$ cat config.mk
export PLATFORM = sky130hd
export DESIGN_NAME = regs_wr_arbiter_flat
export DESIGN_NICKNAME = d
export VERILOG_FILES = /design/src/rtl/regs_wr_arbiter_pkg.sv /design/src/rtl/regs_wr_arbiter_if.sv /design/src/rtl/regs_wr_arbiter_rr_pick.sv /design/src/rtl/regs_wr_arbiter.sv /design/src/flat_wrapper.sv
export SDC_FILE = /design/constraint.sdc
export NUM_CORES = 1
export LEC_CHECK = 0
export CAP_MARGIN = 20
export CORE_MARGIN = 3
export CORE_UTILIZATION = 37
export DETAILED_ROUTE_END_ITERATION = 10
export PLACE_DENSITY_LB_ADDON = 0.1
export SLEW_MARGIN = 20
export SYNTH_ARGS = -nofsm -noshare
export SYNTH_HDL_FRONTEND = slang
export SYNTH_SLANG_ARGS = --single-unit
export TNS_END_PERCENT = 20
$ cat constraint.sdc
create_clock -name clk -period 2.6 [get_ports clk]
set_input_delay 0.52 -clock clk [delete_from_list [all_inputs] [get_ports clk]]
set_output_delay 0.52 -clock clk [all_outputs]
set_load 0.05 [all_outputs]
$ cat src/rtl/regs_wr_arbiter_pkg.sv
// Shared types and constants for the Regs_8_32 write-port arbiter.
// REGS_ARB_RR_EN selects round-robin arbitration (fixed priority otherwise).
package regs_arb_pkg;

  typedef enum logic {
    IDLE,
    CLR
  } state_e;

  localparam int NREGS    = 8;
  localparam int DEF_AW   = 3;
  localparam int DEF_DW   = 32;
  localparam int DEF_NREQ = 4;

  function automatic int wrap_inc(input int i, input int n);
    return (i + 1 >= n) ? 0 : i + 1;
  endfunction

endpackage

$ cat src/rtl/regs_wr_arbiter_if.sv
// Requester/register-file bundle around the write-port arbiter.
// master = requester side, slave = arbiter side.
interface regs_wr_arbiter_if
  import regs_arb_pkg::*;
#(
  parameter int NREQ = DEF_NREQ,
  parameter int AW   = DEF_AW,
  parameter int DW   = DEF_DW
) ();

  logic [NREQ-1:0]    req;
  logic [AW*NREQ-1:0] wr_addr;
  logic [DW*NREQ-1:0] wr_data;
  logic               clr_req;
  logic [NREQ-1:0]    gnt;
  logic               busy;
  logic               clr_done;
  logic               WE;
  logic [AW-1:0]      Addr_W;
  logic [DW-1:0]      Di;

  modport master (
    output req, wr_addr, wr_data, clr_req,
    input  gnt, busy, clr_done, WE, Addr_W, Di
  );

  modport slave (
    input  req, wr_addr, wr_data, clr_req,
    output gnt, busy, clr_done, WE, Addr_W, Di
  );

endinterface

$ cat src/rtl/regs_wr_arbiter_rr_pick.sv
// Combinational picker: first set request at or after start, wrapping.
// Used with start=0 it degenerates to lowest-index priority.
module rr_pick #(
  parameter int N  = 4,
  parameter int IW = 2
) (
  input  logic [N-1:0]  req_i,
  input  logic [IW-1:0] start_i,
  output logic [N-1:0]  win_o,
  output logic          valid_o
);

  int j;

  always_comb begin
    win_o   = '0;
    valid_o = 1'b0;
    j       = 0;
    for (int k = 0; k < N; k++) begin
      j = int'(start_i) + k;
      if (j >= N) j = j - N;
      if (!valid_o && req_i[j[IW-1:0]]) begin
        win_o[j[IW-1:0]] = 1'b1;
        valid_o          = 1'b1;
      end
    end
  end

endmodule

$ cat src/rtl/regs_wr_arbiter.sv
// Write-port arbiter and clear sequencer for Regs_8_32.
// Define REGS_ARB_RR_EN for round-robin; default is fixed priority.
module regs_wr_arbiter
  import regs_arb_pkg::*;
#(
  parameter int NREQ = DEF_NREQ,
  parameter int AW   = DEF_AW,
  parameter int DW   = DEF_DW
) (
  input logic              clk,
  input logic              cr,
  regs_wr_arbiter_if.slave bus
);

  localparam int IW = $clog2(NREQ);

  state_e          state_q, state_d;
  logic [AW-1:0]   cnt_q, cnt_d;
  logic            we_q, we_d;
  logic [AW-1:0]   addr_q, addr_d;
  logic [DW-1:0]   di_q, di_d;
  logic [NREQ-1:0] gnt_q, gnt_d;
  logic            done_q, done_d;

  logic [NREQ-1:0] win;
  logic            win_v;
  logic [IW-1:0]   start;
  logic [AW-1:0]   sel_addr;
  logic [DW-1:0]   sel_data;
  logic            clr_go;
  logic            grant_go;

  // a requester on the port this cycle must re-present before competing
  rr_pick #(.N(NREQ), .IW(IW)) u_pick (
    .req_i  (bus.req & ~gnt_q),
    .start_i(start),
    .win_o  (win),
    .valid_o(win_v)
  );

  // clr_req is ignored in the clr_done cycle so requests get a turn
  assign clr_go   = (state_q == IDLE) && bus.clr_req && !done_q;
  assign grant_go = (state_q == IDLE) && !clr_go && win_v;

`ifdef REGS_ARB_RR_EN
  logic [IW-1:0] ptr_q, ptr_d;

  assign start = ptr_q;

  always_comb begin
    ptr_d = ptr_q;
    for (int i = 0; i < NREQ; i++)
      if (grant_go && win[i]) ptr_d = IW'(wrap_inc(i, NREQ));
  end

  always_ff @(posedge clk or posedge cr) begin
    if (cr) ptr_q <= '0;
    else    ptr_q <= ptr_d;
  end
`else
  assign start = '0;
`endif

  always_comb begin
    sel_addr = '0;
    sel_data = '0;
    for (int i = 0; i < NREQ; i++) begin
      if (win[i]) begin
        sel_addr = bus.wr_addr[AW*i +: AW];
        sel_data = bus.wr_data[DW*i +: DW];
      end
    end
  end

  always_ff @(posedge clk or posedge cr) begin
    if (cr) begin
      state_q <= IDLE;
      cnt_q   <= '0;
      we_q    <= 1'b0;
      addr_q  <= '0;
      di_q    <= '0;
      gnt_q   <= '0;
      done_q  <= 1'b0;
    end else begin
      state_q <= state_d;
      cnt_q   <= cnt_d;
      we_q    <= we_d;
      addr_q  <= addr_d;
      di_q    <= di_d;
      gnt_q   <= gnt_d;
      done_q  <= done_d;
    end
  end

  always_comb begin
    state_d = state_q;
    unique case (state_q)
      IDLE: if (clr_go) state_d = CLR;
      CLR:  if (cnt_q == '1) state_d = IDLE;
    endcase
  end

  // cnt_q mirrors the address currently on the port during a clear
  always_comb begin
    cnt_d  = cnt_q;
    we_d   = 1'b0;
    addr_d = addr_q;
    di_d   = di_q;
    gnt_d  = '0;
    done_d = 1'b0;
    unique case (1'b1)
      state_q == CLR: begin
        if (cnt_q == '1) begin
          cnt_d  = '0;
          done_d = 1'b1;
        end else begin
          cnt_d  = cnt_q + 1'b1;
          we_d   = 1'b1;
          addr_d = cnt_q + 1'b1;
          di_d   = '0;
        end
      end
      clr_go: begin
        cnt_d  = '0;
        we_d   = 1'b1;
        addr_d = '0;
        di_d   = '0;
      end
      grant_go: begin
        we_d   = 1'b1;
        addr_d = sel_addr;
        di_d   = sel_data;
        gnt_d  = win;
      end
      default: ;
    endcase
  end

  assign bus.WE       = we_q;
  assign bus.Addr_W   = addr_q;
  assign bus.Di       = di_q;
  assign bus.gnt      = gnt_q;
  assign bus.busy     = (state_q == CLR);
  assign bus.clr_done = done_q;

endmodule
$ cat src/flat_wrapper.sv
// flat-port wrapper written by rule: the top's interface ports become plain ports
module regs_wr_arbiter_flat import regs_arb_pkg::*;
#(
  parameter int NREQ = DEF_NREQ,
  parameter int AW   = DEF_AW,
  parameter int DW   = DEF_DW
)
  (clk, cr, bus_req, bus_wr_addr, bus_wr_data, bus_clr_req, bus_gnt, bus_busy, bus_clr_done, bus_WE, bus_Addr_W, bus_Di);
  regs_wr_arbiter_if #(.NREQ(NREQ), .AW(AW), .DW(DW)) bus_i ();
  input logic clk;
  input logic cr;
  input wire logic [$bits(bus_i.req)-1:0] bus_req;
  input wire logic [$bits(bus_i.wr_addr)-1:0] bus_wr_addr;
  input wire logic [$bits(bus_i.wr_data)-1:0] bus_wr_data;
  input wire logic [$bits(bus_i.clr_req)-1:0] bus_clr_req;
  output wire logic [$bits(bus_i.gnt)-1:0] bus_gnt;
  output wire logic [$bits(bus_i.busy)-1:0] bus_busy;
  output wire logic [$bits(bus_i.clr_done)-1:0] bus_clr_done;
  output wire logic [$bits(bus_i.WE)-1:0] bus_WE;
  output wire logic [$bits(bus_i.Addr_W)-1:0] bus_Addr_W;
  output wire logic [$bits(bus_i.Di)-1:0] bus_Di;
  assign bus_i.req = bus_req;
  assign bus_i.wr_addr = bus_wr_addr;
  assign bus_i.wr_data = bus_wr_data;
  assign bus_i.clr_req = bus_clr_req;
  assign bus_gnt = bus_i.gnt;
  assign bus_busy = bus_i.busy;
  assign bus_clr_done = bus_i.clr_done;
  assign bus_WE = bus_i.WE;
  assign bus_Addr_W = bus_i.Addr_W;
  assign bus_Di = bus_i.Di;
  regs_wr_arbiter #(.NREQ(NREQ), .AW(AW), .DW(DW)) u_core (.clk(clk), .cr(cr), .bus(bus_i));
endmodule
==> summary.txt, run 1 <==
Outcome
  • Status: complete, no violations

Finish
  • Fin nets: about 660
  • Layout Utilization: roughly 67%
  • Antenna cells: 0
  • Multi-input logic area: between 1000 and 1500 sq um
  • Layout cell share with drive strength beyond 1: about 5.7%
  • Final std cells w/o fill: 610
  • Area Overhead vs Synth: 71.8%
  • Register area: around 1100 sq um
  • Fillcell total: about 620

GRT
  • Total global routing overflow: 0
  • First-pass GRT wire length: roughly 17000 um
  • Gr usage total: 23.9%
  • Largest net degree at the start of global routing: 40
  • Vias in the first global route: around 3400
  • Initial antenna violation count: 0

Synthesis
  • Synth area leaders: dfrtp_1 39%, a32o_1 11%, o2111ai_1 9.3%, nand2b_1 7.5%, nand3_1 5.7%
  • Synth Cell Area: ~2900 sq um
  • Yosys warning total: 0
  • Sequential area share after synthesis: approximately 39%
  • Area leader, netlist: dfrtp_1
  • Syn nets: roughly 480
  • Yosys top cell area share: approximately two fifths
  • Yosys cell types: 33
  • Async SR Flop Fraction: 100%
  • Synth Instances: 328
  • EDFF count, synth: 0
  • Synthesis-stage register bit count: between 40 and 50
  • Main synth FF type: dfrtp_1
  • Mapped Avg Cell Area: about 8.9 sq um

Setup path
  • Highest cell delay on the worst timing path: between 0.8 and 0.9 ns
  • Critical Path, Cell by Cell: clkdlybuf4s50_1
  • Worst Path Required: around 2.1 ns
  • R2R Setup Slk: around 0.73 ns
  • CP delay by family, top: buffers and inverters
  • FF-to-FF path depth: 6
  • CP Launch Type: flip-flop
  • Critical path class: flip-flop to output pin
  • Crit-path slowest cell: clkdlybuf4s50_1
  • Worst-path maximum fanout: 9
  • R2r endpoint: u_core.bus.Di[30]
  • Arrival @ worst endpoint: about 1.7 ns
  • CP bufs+invs: 1
  • CP Capture Type: output pin
  • R2R Path Start: u_core.cnt_q[0]

Min path
  • Hold Crit Class: flip-flop to flip-flop
  • Hold_sp: u_core.bus.Di[1]
  • Hold worst-path end: u_core.bus.Di[1]
  • Hold Path Depth: 1

Flow run
  • Max-Cap Viols: 0

Placement
  • Post-DP HPWL: between 8000 and 9000 um
  • Final RePlAce weighted congestion: 0.783
  • I/O Buffers: approximately 190
  • Post-Place Cells: between 600 and 700

Floorplan
  • Die Wd: 94.6 um
  • I/O pin cnt: around 190
  • Die Area: 8950 sq um
  • Chip height: around 95 um
  • Row cnt: 31
  • Initial Utilization: between 30% and 40%
  • Core Footprint: about 7400 sq um

Clocking
  • Max Root-Sink Buffers: 2
  • CTS tree: yes
  • CTS root buf: clkbuf_8
  • Hold_buf cts: 0
  • Clk_lat worst skew: 0.29 ns
  • Clk sink count: 45
  • H-tree levels: 2
  • Setup Fix Bufs, Post-CTS: 0
  • CTS Buf Count: 5
  • # resized after CTS: 0
  • Worst-path clk slew: approximately 0.090 ns

Power
  • PwrDens: approximately 580 nW/um^2
  • Lkg Pwr: roughly 2.1 nW
  • Tot Pwr: 2.91 mW
  • Peak VDD IR: about 0.00023 V

Timing
  • Least-Margin Pin Slew: 0.736 ns
  • Relative slew slack: between 50% and 60%
  • Final hold vios: 0
  • Fin. max-slew vios: 0
  • Hold_ws: 0.493 ns
  • Layout Skew: between 0.01 and 0.015 ns
  • F_max: ~460 MHz
  • Min cycle time layout: 2.18 ns
  • Setup TNS: 0 ns
  • RSZ-0062 raised after global routing: false
  • Final period util: a little over four fifths
  • Final setup violation count: 0

Drt
  • TritonRoute pass-1 iters: 4
  • Antenna-violating nets left: 0
  • DR iter-0 viols: ~140
  • Routed WL per cell: roughly 18 um
  • Via count: 3323
  • Drc violations: 0
  • Vias/cell: 5.45
  • Routed WL: between 10000 and 15000 um
## routing by layer
layer / vias to the layer above / wire (um) / track usage [%]
met5: - / 0 / 0
met4: 0 / 238 / 7.69
met3: 16 / 1020 / 7.01
met2: 164 / 5490 / 43.4
met1: 1567 / 4130 / 26.7
li1: 1576 / - / -
## state kept, by name (all words and copies together), names as in the netlist
register	cells
u_core.bus.Addr_W	3
u_core.bus.WE	1
u_core.bus.Di	32
u_core.bus.gnt	4
u_core.bus.busy	1
u_core.cnt_q	3
u_core.bus.clr_done	1
## stage by stage
step / area [sq um] / setup slack (ns)
after floorplan: 2900 / 0.741
after global placement: 4910 / 0.219
after detailed placement: 4910 / 0.160
after CTS: 4990 / 0.428
after global routing: 4990 / 0.350
final: 4990 / 0.423
## cells in the final DEF (no fill, tap or decap), types with 4 or more instances in the layout
cell	count
clkdlybuf4s50_1	188
dfrtp_1	45
inv_1	38
nand2b_1	34
nand2_1	34
nand3_1	33
o2111ai_1	31
a32o_1	31
buf_4	18
nand4_1	5
clkbuf_8	5
nor2_1	4
## synth_stat cells (2+ instances only)
master,count
a2111oi_0,3
a21o_1,2
a221oi_1,3
a22oi_1,3
a311o_1,3
a31oi_1,3
a32o_1,31
and2b_1,3
and3b_1,3
buf_1,2
buf_2,12
buf_6,5
clkbuf_1,13
dfrtp_1,45
ha_1,2
inv_1,39
nand2_1,34
nand2b_1,35
nand3_1,33
nand4_1,5
nor2_1,5
nor3_1,2
o2111ai_1,31
o21ai_0,2
## cells by family (layout without fill, tap and decap cells)
group | Yosys count | count (layout) | share of synthesized area [%]
compound gates | 85 | 85 | 26.3
fa+ha+maj | 2 | 2 | 0.862
buf+inv | 72 | 255 | 11.2
flops | 45 | 45 | 38.8
simple gates | 124 | 124 | 22.8
## power by group
part | total, mW | leakage, nW | internal [mW] | switching (mW)
combinational | 1.58 | 1.43 | 0.677 | 0.898
clock | 0.410 | 0.0395 | 0.191 | 0.219
sequential | 0.928 | 0.603 | 0.836 | 0.0921
total | 2.91 | 2.07 | 1.70 | 1.21
## worst register-to-register path, cell delays in order (launching register included)
cell and delay [ns]:
dfrtp_1 0.42, ha_1 0.22, ha_1 0.21, and2_1 0.22, a21o_1 0.20, buf_4 0.17, a221o_1 0.34
## how the worst max path moves through the flow
stage / start / to / slack, ns / depth (start not counted)
floorplan: u_core.bus.gnt[0] / u_core.bus.Addr_W[1] / 0.74 / 6
global placement: bus_req[2] / u_core.bus.Di[2] / 0.22 / 6
detailed placement: bus_req[0] / u_core.bus.Di[25] / 0.16 / 7
CTS: u_core.bus.busy / bus_busy / 0.43 / 1
global route: bus_req[0] / u_core.bus.Di[26] / 0.35 / 7
finish: u_core.bus.busy / bus_busy / 0.42 / 1
## area by class of cell
type                    instances  area share, %
repair buffers                208           41.2
multi-input cells             211           29.2
flip-flops and latches         45           22.6
inverters                      39           2.93
well taps                      99           2.48
clock buffers                   8           1.60
No activity file was read; power rests on OpenSTA's default activity.
==> inputs of run 2 (changes only) <==
Settings changed: CORE_UTILIZATION 37 to 33.
Clock period 2.6 ns to 2 ns, I/O delays scaled along.
==> run 2 against run 1 <==
Against the previous run: final area is 3.4% higher; sequential power is 30% higher; cell count is 3.3% higher; critical path type unchanged; clock-buffer cell count is 1 lower.
==> summary.txt, run 2 (synthesis gave the netlist of run 1 again) <==
Setup path
  • CP Capture Type: output pin
  • R2r endpoint: u_core.bus.Di[28]
  • Worst-path maximum fanout: 2 (-7)
  • R2R Setup Slk: 0.14 ns (-0.59 ns)
  • Crit-path slowest cell: clkdlybuf4s50_1
  • FF-to-FF path depth: 6 (unchanged)
  • CP Launch Type: flip-flop
  • R2R Path Start: u_core.cnt_q[0]
  • CP bufs+invs: 1 (unchanged)
  • Arrival @ worst endpoint: 1.51 ns (-0.15 ns)
  • Stages on worst setup path: 1 (unchanged)
  • Worst Setup SP: u_core.bus.Di[23]
  • CP delay by family, top: buffers and inverters
  • Highest cell delay on the worst timing path: 0.83 ns (-0.03 ns)
  • Worst Path Required: 1.60 ns (-0.48 ns)
  • Critical path endpoint: bus_Di[23]
  • Critical Path, Cell by Cell: clkdlybuf4s50_1
  • Critical path class: flip-flop to output pin

Finish
  • Layout Utilization: 61.5% (-5.5 points)
  • Layout cell share with drive strength beyond 1: 9.14% (+3.5 points)
  • Number of flip-flops in the largest register: 32 (unchanged)
  • Most frequent cells in the layout: 185 x clkdlybuf4s50_1, 45 x dfrtp_1, 38 x inv_1
  • Antenna cells: 0 (unchanged)
  • Fin nets: 674 (+2.3%)
  • Fillcell total: 725 (+16%)
  • Area Overhead vs Synth: 77.6%
  • Multi-input logic area: 1460 sq um (unchanged)
  • Commonest non-fill, non-tap cell in the layout: clkdlybuf4s50_1
  • Register area: 1130 sq um (unchanged)

Power
  • Pint: 2.30 mW (+35%)
  • Lkg Pwr: 2.17 nW (+5.0%)
  • Tot Pwr: 3.87 mW (+33%)
  • Sw frac: 40.6% (-0.87 points)
  • PwrDens: 750 nW/um^2 (+29%)
  • Sequential share of power: 31.2% (-0.7 points)
  • Peak VDD IR: 0.000383 V (+66%)
  • Sw Pwr: 1.57 mW (+30%)
  • Combinational power share: 54.4% (+0.3 points)
  • Clock power frac: 14.5% (+0.4 points)

Drt
  • TritonRoute pass-1 iters: 4 (unchanged)
  • Routed WL: 10700 um (-1.7%)
  • Vias/cell: 5.27 (-3.2%)
  • DR iter-0 viols: 90 (-34%)
  • Via count: 3323 (unchanged)
  • Drc violations: 0 (unchanged)
  • Routed WL per cell: 17.0 um (-4.8%)
  • Antenna-violating nets left: 0 (unchanged)

Timing
  • Relative slew slack: 63.5% (+13 points)
  • Fin. max-slew vios: 0 (unchanged)
  • Final hold vios: 0 (unchanged)
  • Layout Skew: 0.00275 ns (-0.00746 ns)
  • RSZ-0062 raised after global routing: false
  • Worst setup margin: 0.0939 ns (-0.329 ns)
  • F_max: 525 MHz
  • Final setup violation count: 0 (unchanged)
  • Least-Margin Pin Slew: 0.545 ns (-0.191 ns)
  • Final period util: between 90 and 100%
  • Min cycle time layout: between 1.5 and 2 ns

Clocking
  • CTS tree: yes
  • Worst-path clk slew: 0.08 ns (about the same)
  • Setup Fix Bufs, Post-CTS: 0 (unchanged)
  • Clk_lat worst skew: 0.29 ns (about the same)
  • Hold_buf cts: 0 (unchanged)
  • CTS root buf: clkbuf_8
  • Clk sink count: 45 (unchanged)
  • CTS Buf Count: 5 (unchanged)
  • H-tree levels: 2 (unchanged)
  • # resized after CTS: 0 (unchanged)
  • Max Root-Sink Buffers: 2 (unchanged)

Floorplan
  • Die Area: 9960 sq um (+11%)
  • Initial Utilization: 34.6% (-4.3 points)
  • Row cnt: 33 (+6.5%)
  • Chip height: 99.8 um (+5.5%)
  • Die Wd: 99.8 um (+5.5%)
  • Core Footprint: 8380 sq um (+13%)
  • I/O pin cnt: 189 (unchanged)

Placement
  • Final RePlAce weighted congestion: 0.854 (+9.1%)
  • Post-DP HPWL: 8460 um (+1.4%)
  • Pre-CTS setup slack: -0.179 ns (-0.339 ns)
  • I/O Buffers: 188 (unchanged)

GRT
  • Largest net degree at the start of global routing: 31 (-23%)
  • Total global routing overflow: 0 (unchanged)
  • First-pass GRT wire length: 16900 um (+1.0%)
  • Gr usage total: 21.3% (-2.6 points)
  • Vias in the first global route: 3413 (+0.68%)
  • Initial antenna violation count: 0 (unchanged)

Flow run
  • Max-Cap Viols: 0 (unchanged)

Outcome
  • Status: complete, no violations

Min path
  • Hold Crit Class: primary input to asynchronous set/reset pin
-- run 2: worst min path at each step --
stage	startpoint	end	slack, ns	cells after the start
after floorplan	u_core.cnt_q[1]	u_core.cnt_q[1]	0.45	2
after global placement	u_core.bus.Di[21]	u_core.bus.Di[21]	0.47	1
after detailed placement	u_core.bus.Di[29]	u_core.bus.Di[29]	0.48	1
after CTS	cr	u_core.bus.Di[18]	0.41	2
after global routing	cr	u_core.bus.Di[18]	0.43	2
final	cr	u_core.bus.Di[18]	0.41	2
-- run 2: cell type report --
type	instances	area share (%)
flip-flops and latches	45	21.8
inverters	39	2.84
multi-input cells	211	28.2
repair buffers	223	42.9
clock buffers	7	1.67
well taps	105	2.55
-- run 2: power by group through the flow --
stage / Combinational, mW / Sequential, mW / Clock [mW]
after floorplan: 0.754 / 1.70 / 0
after global placement: 2.11 / 1.22 / 0
after detailed placement: 2.12 / 1.23 / 0
after CTS: 2.13 / 1.21 / 0.583
after global routing: 2.25 / 1.24 / 0.626
final: 2.10 / 1.21 / 0.560
-- run 2: layer usage --
layer  track usage (%)  vias up  share of wire, %
li1                  -     1605                 -
met4              4.52        0              0.48
met1              25.0     1591                39
met2              38.3      123                52
met5                 0        -                 0
met3              6.32        4               8.4
-- run 2: metrics by stage --
stage / area (sq um) / TNS [ns] / cells / hold WS (ns)
after global placement: 5070 / -3.38 / 623 / 0.472
after CTS: 5160 / 0 / 630 / 0.405
final: 5160 / 0 / 630 / 0.409
after global routing: 5160 / 0 / 630 / 0.433
after detailed placement: 5070 / -5.28 / 623 / 0.480
after floorplan: 2900 / 0 / 328 / 0.454
==> patch (settings of run 2) <==
`DEF_NREQ`: 4 -> 8.
--- a/src/rtl/regs_wr_arbiter_pkg.sv
+++ b/src/rtl/regs_wr_arbiter_pkg.sv
@@ -10,7 +10,7 @@
   localparam int NREGS    = 8;
   localparam int DEF_AW   = 3;
   localparam int DEF_DW   = 32;
-  localparam int DEF_NREQ = 4;
+  localparam int DEF_NREQ = 8;
 
   function automatic int wrap_inc(input int i, input int n);
     return (i + 1 >= n) ? 0 : i + 1;
Ports: changed (resized bus_gnt, bus_req, bus_wr_addr and bus_wr_data); port bits go from 189 to 337. The function was not compared with the original's and may differ.
==> patch against run 2 <==
Clock power grew 55%; first-iteration DRC count grew to 7.6 times the old value; area after synthesis grew 36%; setup slack lost 52 ps; die area grew 33%; total power grew 22%; routed wire length grew 110%; sequential cell count grew 4; worst hold slack lost 60 ps; design area grew 58%; highest routed layer unchanged.
==> patch: results (changes against run 2) <==
| Metric | Value |
|---|---|
| Status | completed (unchanged) |
| Yosys reg bits | 49 (was 45) |
| Routed length on met1 | 8430 um (was 4220 um) |
| Clock buf/inv share | 1.76% (was 1.67%) |
| Root buffer cell | clkbuf_16 (was clkbuf_8) |
| Comb power | 2.56 mW (was 2.10 mW) |
| Register area share after synthesis | 31.2% (was 38.8%) |
| Largest net degree at the start of global routing | 41 (was 31) |
| Placed Instances | 985 (was 623) |
| Synth Area in Compound Gates | 35.6% (was 26.3%) |
| Final Cell Area | 8160 um^2 (was 5160 um^2) |
| DP Wirelength | 17900 um (was 8460 um) |
| DP Worst Slack | -446 ps (was -179 ps) |
| WL per Instance | 22.5 um (was 17.0 um) |
| Seq pwr share | 27.3% (was 31.2%) |
| Vias | 5880 (was 3323) |
| Leakage power | 3.25 nW (was 2.17 nW) |
| Vias in the first global route | 6087 (was 3413) |
| Worst Setup SP | u_core.bus.gnt[3] (was u_core.bus.Di[23]) |
| Post-Synth Adder-Cell Area | 0.636% (was 0.862%) |
| Nonclk buf count | 407 (was 223) |
| Metal3 WL | 2200 um (was 903 um) |
| Pre-antenna DRT Iters | 7 (was 4) |
| RR Endpoint | u_core.bus.Di[11] (was u_core.bus.Di[28]) |
| Global Route Usage Sum | 31.7% (was 21.3%) |
| Reg-to-reg startpoint | u_core.bus.gnt[6] (was u_core.cnt_q[0]) |
| Max Clock Skew | 8.71 ps (was 2.75 ps) |
| Fmax | 0.511 GHz (was 0.525 GHz) |
| Area of placed instances | 7760 um^2 (was 5070 um^2) |
| Final GP Congestion | 0.973 (was 0.854) |
| Clock buf count | 6 (was 7) |
| Layout Cells excl Fill | 999 (was 630) |
| NonClk Buf Share | 49.2% (was 42.9%) |
| Fillers | 922 (was 725) |
| Share of layout cells above drive strength 1 | 15.2% (was 9.14%) |
| Worst EP arrival | 1560 ps (was 1510 ps) |
| Synth top cells by count | nand2_1, a222oi_1, dfrtp_1, nor2_1 (was dfrtp_1, inv_1, nand2b_1, nand2_1, nand3_1) |
| Worst R2R Path Depth | 8 (was 6) |
| Setup crit end | bus_gnt[3] (was bus_Di[23]) |
| Delay of the slowest critical-path stage | 790 ps (was 830 ps) |
## patch: cell types whose count changed in the layout (fill, tap and decap cells not counted), moves of 30 or more
cell	run 2	this run
clkdlybuf4s50_1	185	315
nand2_1	34	95
a222oi_1	0	54
nor2_1	4	45
buf_4	32	70
inv_1	38	1
nand3_1	33	2
a32o_1	31	1
o2111ai_1	31	1
## patch: layer usage
metal | vias to the layer above | track usage [%]
met2 | 395 | 54.4
met3 | 69 | 8.63
met1 | 2756 | 37.9
li1 | 2660 | -
met4 | 0 | 11.7
met5 | - | 0
## patch: metrics by stage
stage | TNS (ps) | hold slack, ps | power, mW
detailed placement | -13190 | 463 | 3.77
global route | -98.2 | 383 | 4.93
CTS | -12.5 | 356 | 4.66
floorplan | 0 | 451 | 2.50
global placement | -11740 | 452 | 3.73
finish | 0 | 349 | 4.72
## patch: worst register-to-register path: stages, from the launching register on
cell	delay, ps
dfrtp_1	460
nand2b_1	220
buf_4	170
and3_1	200
buf_4	160
a221oi_1	260
nor2_1	90
o221ai_1	200
nand2_1	80
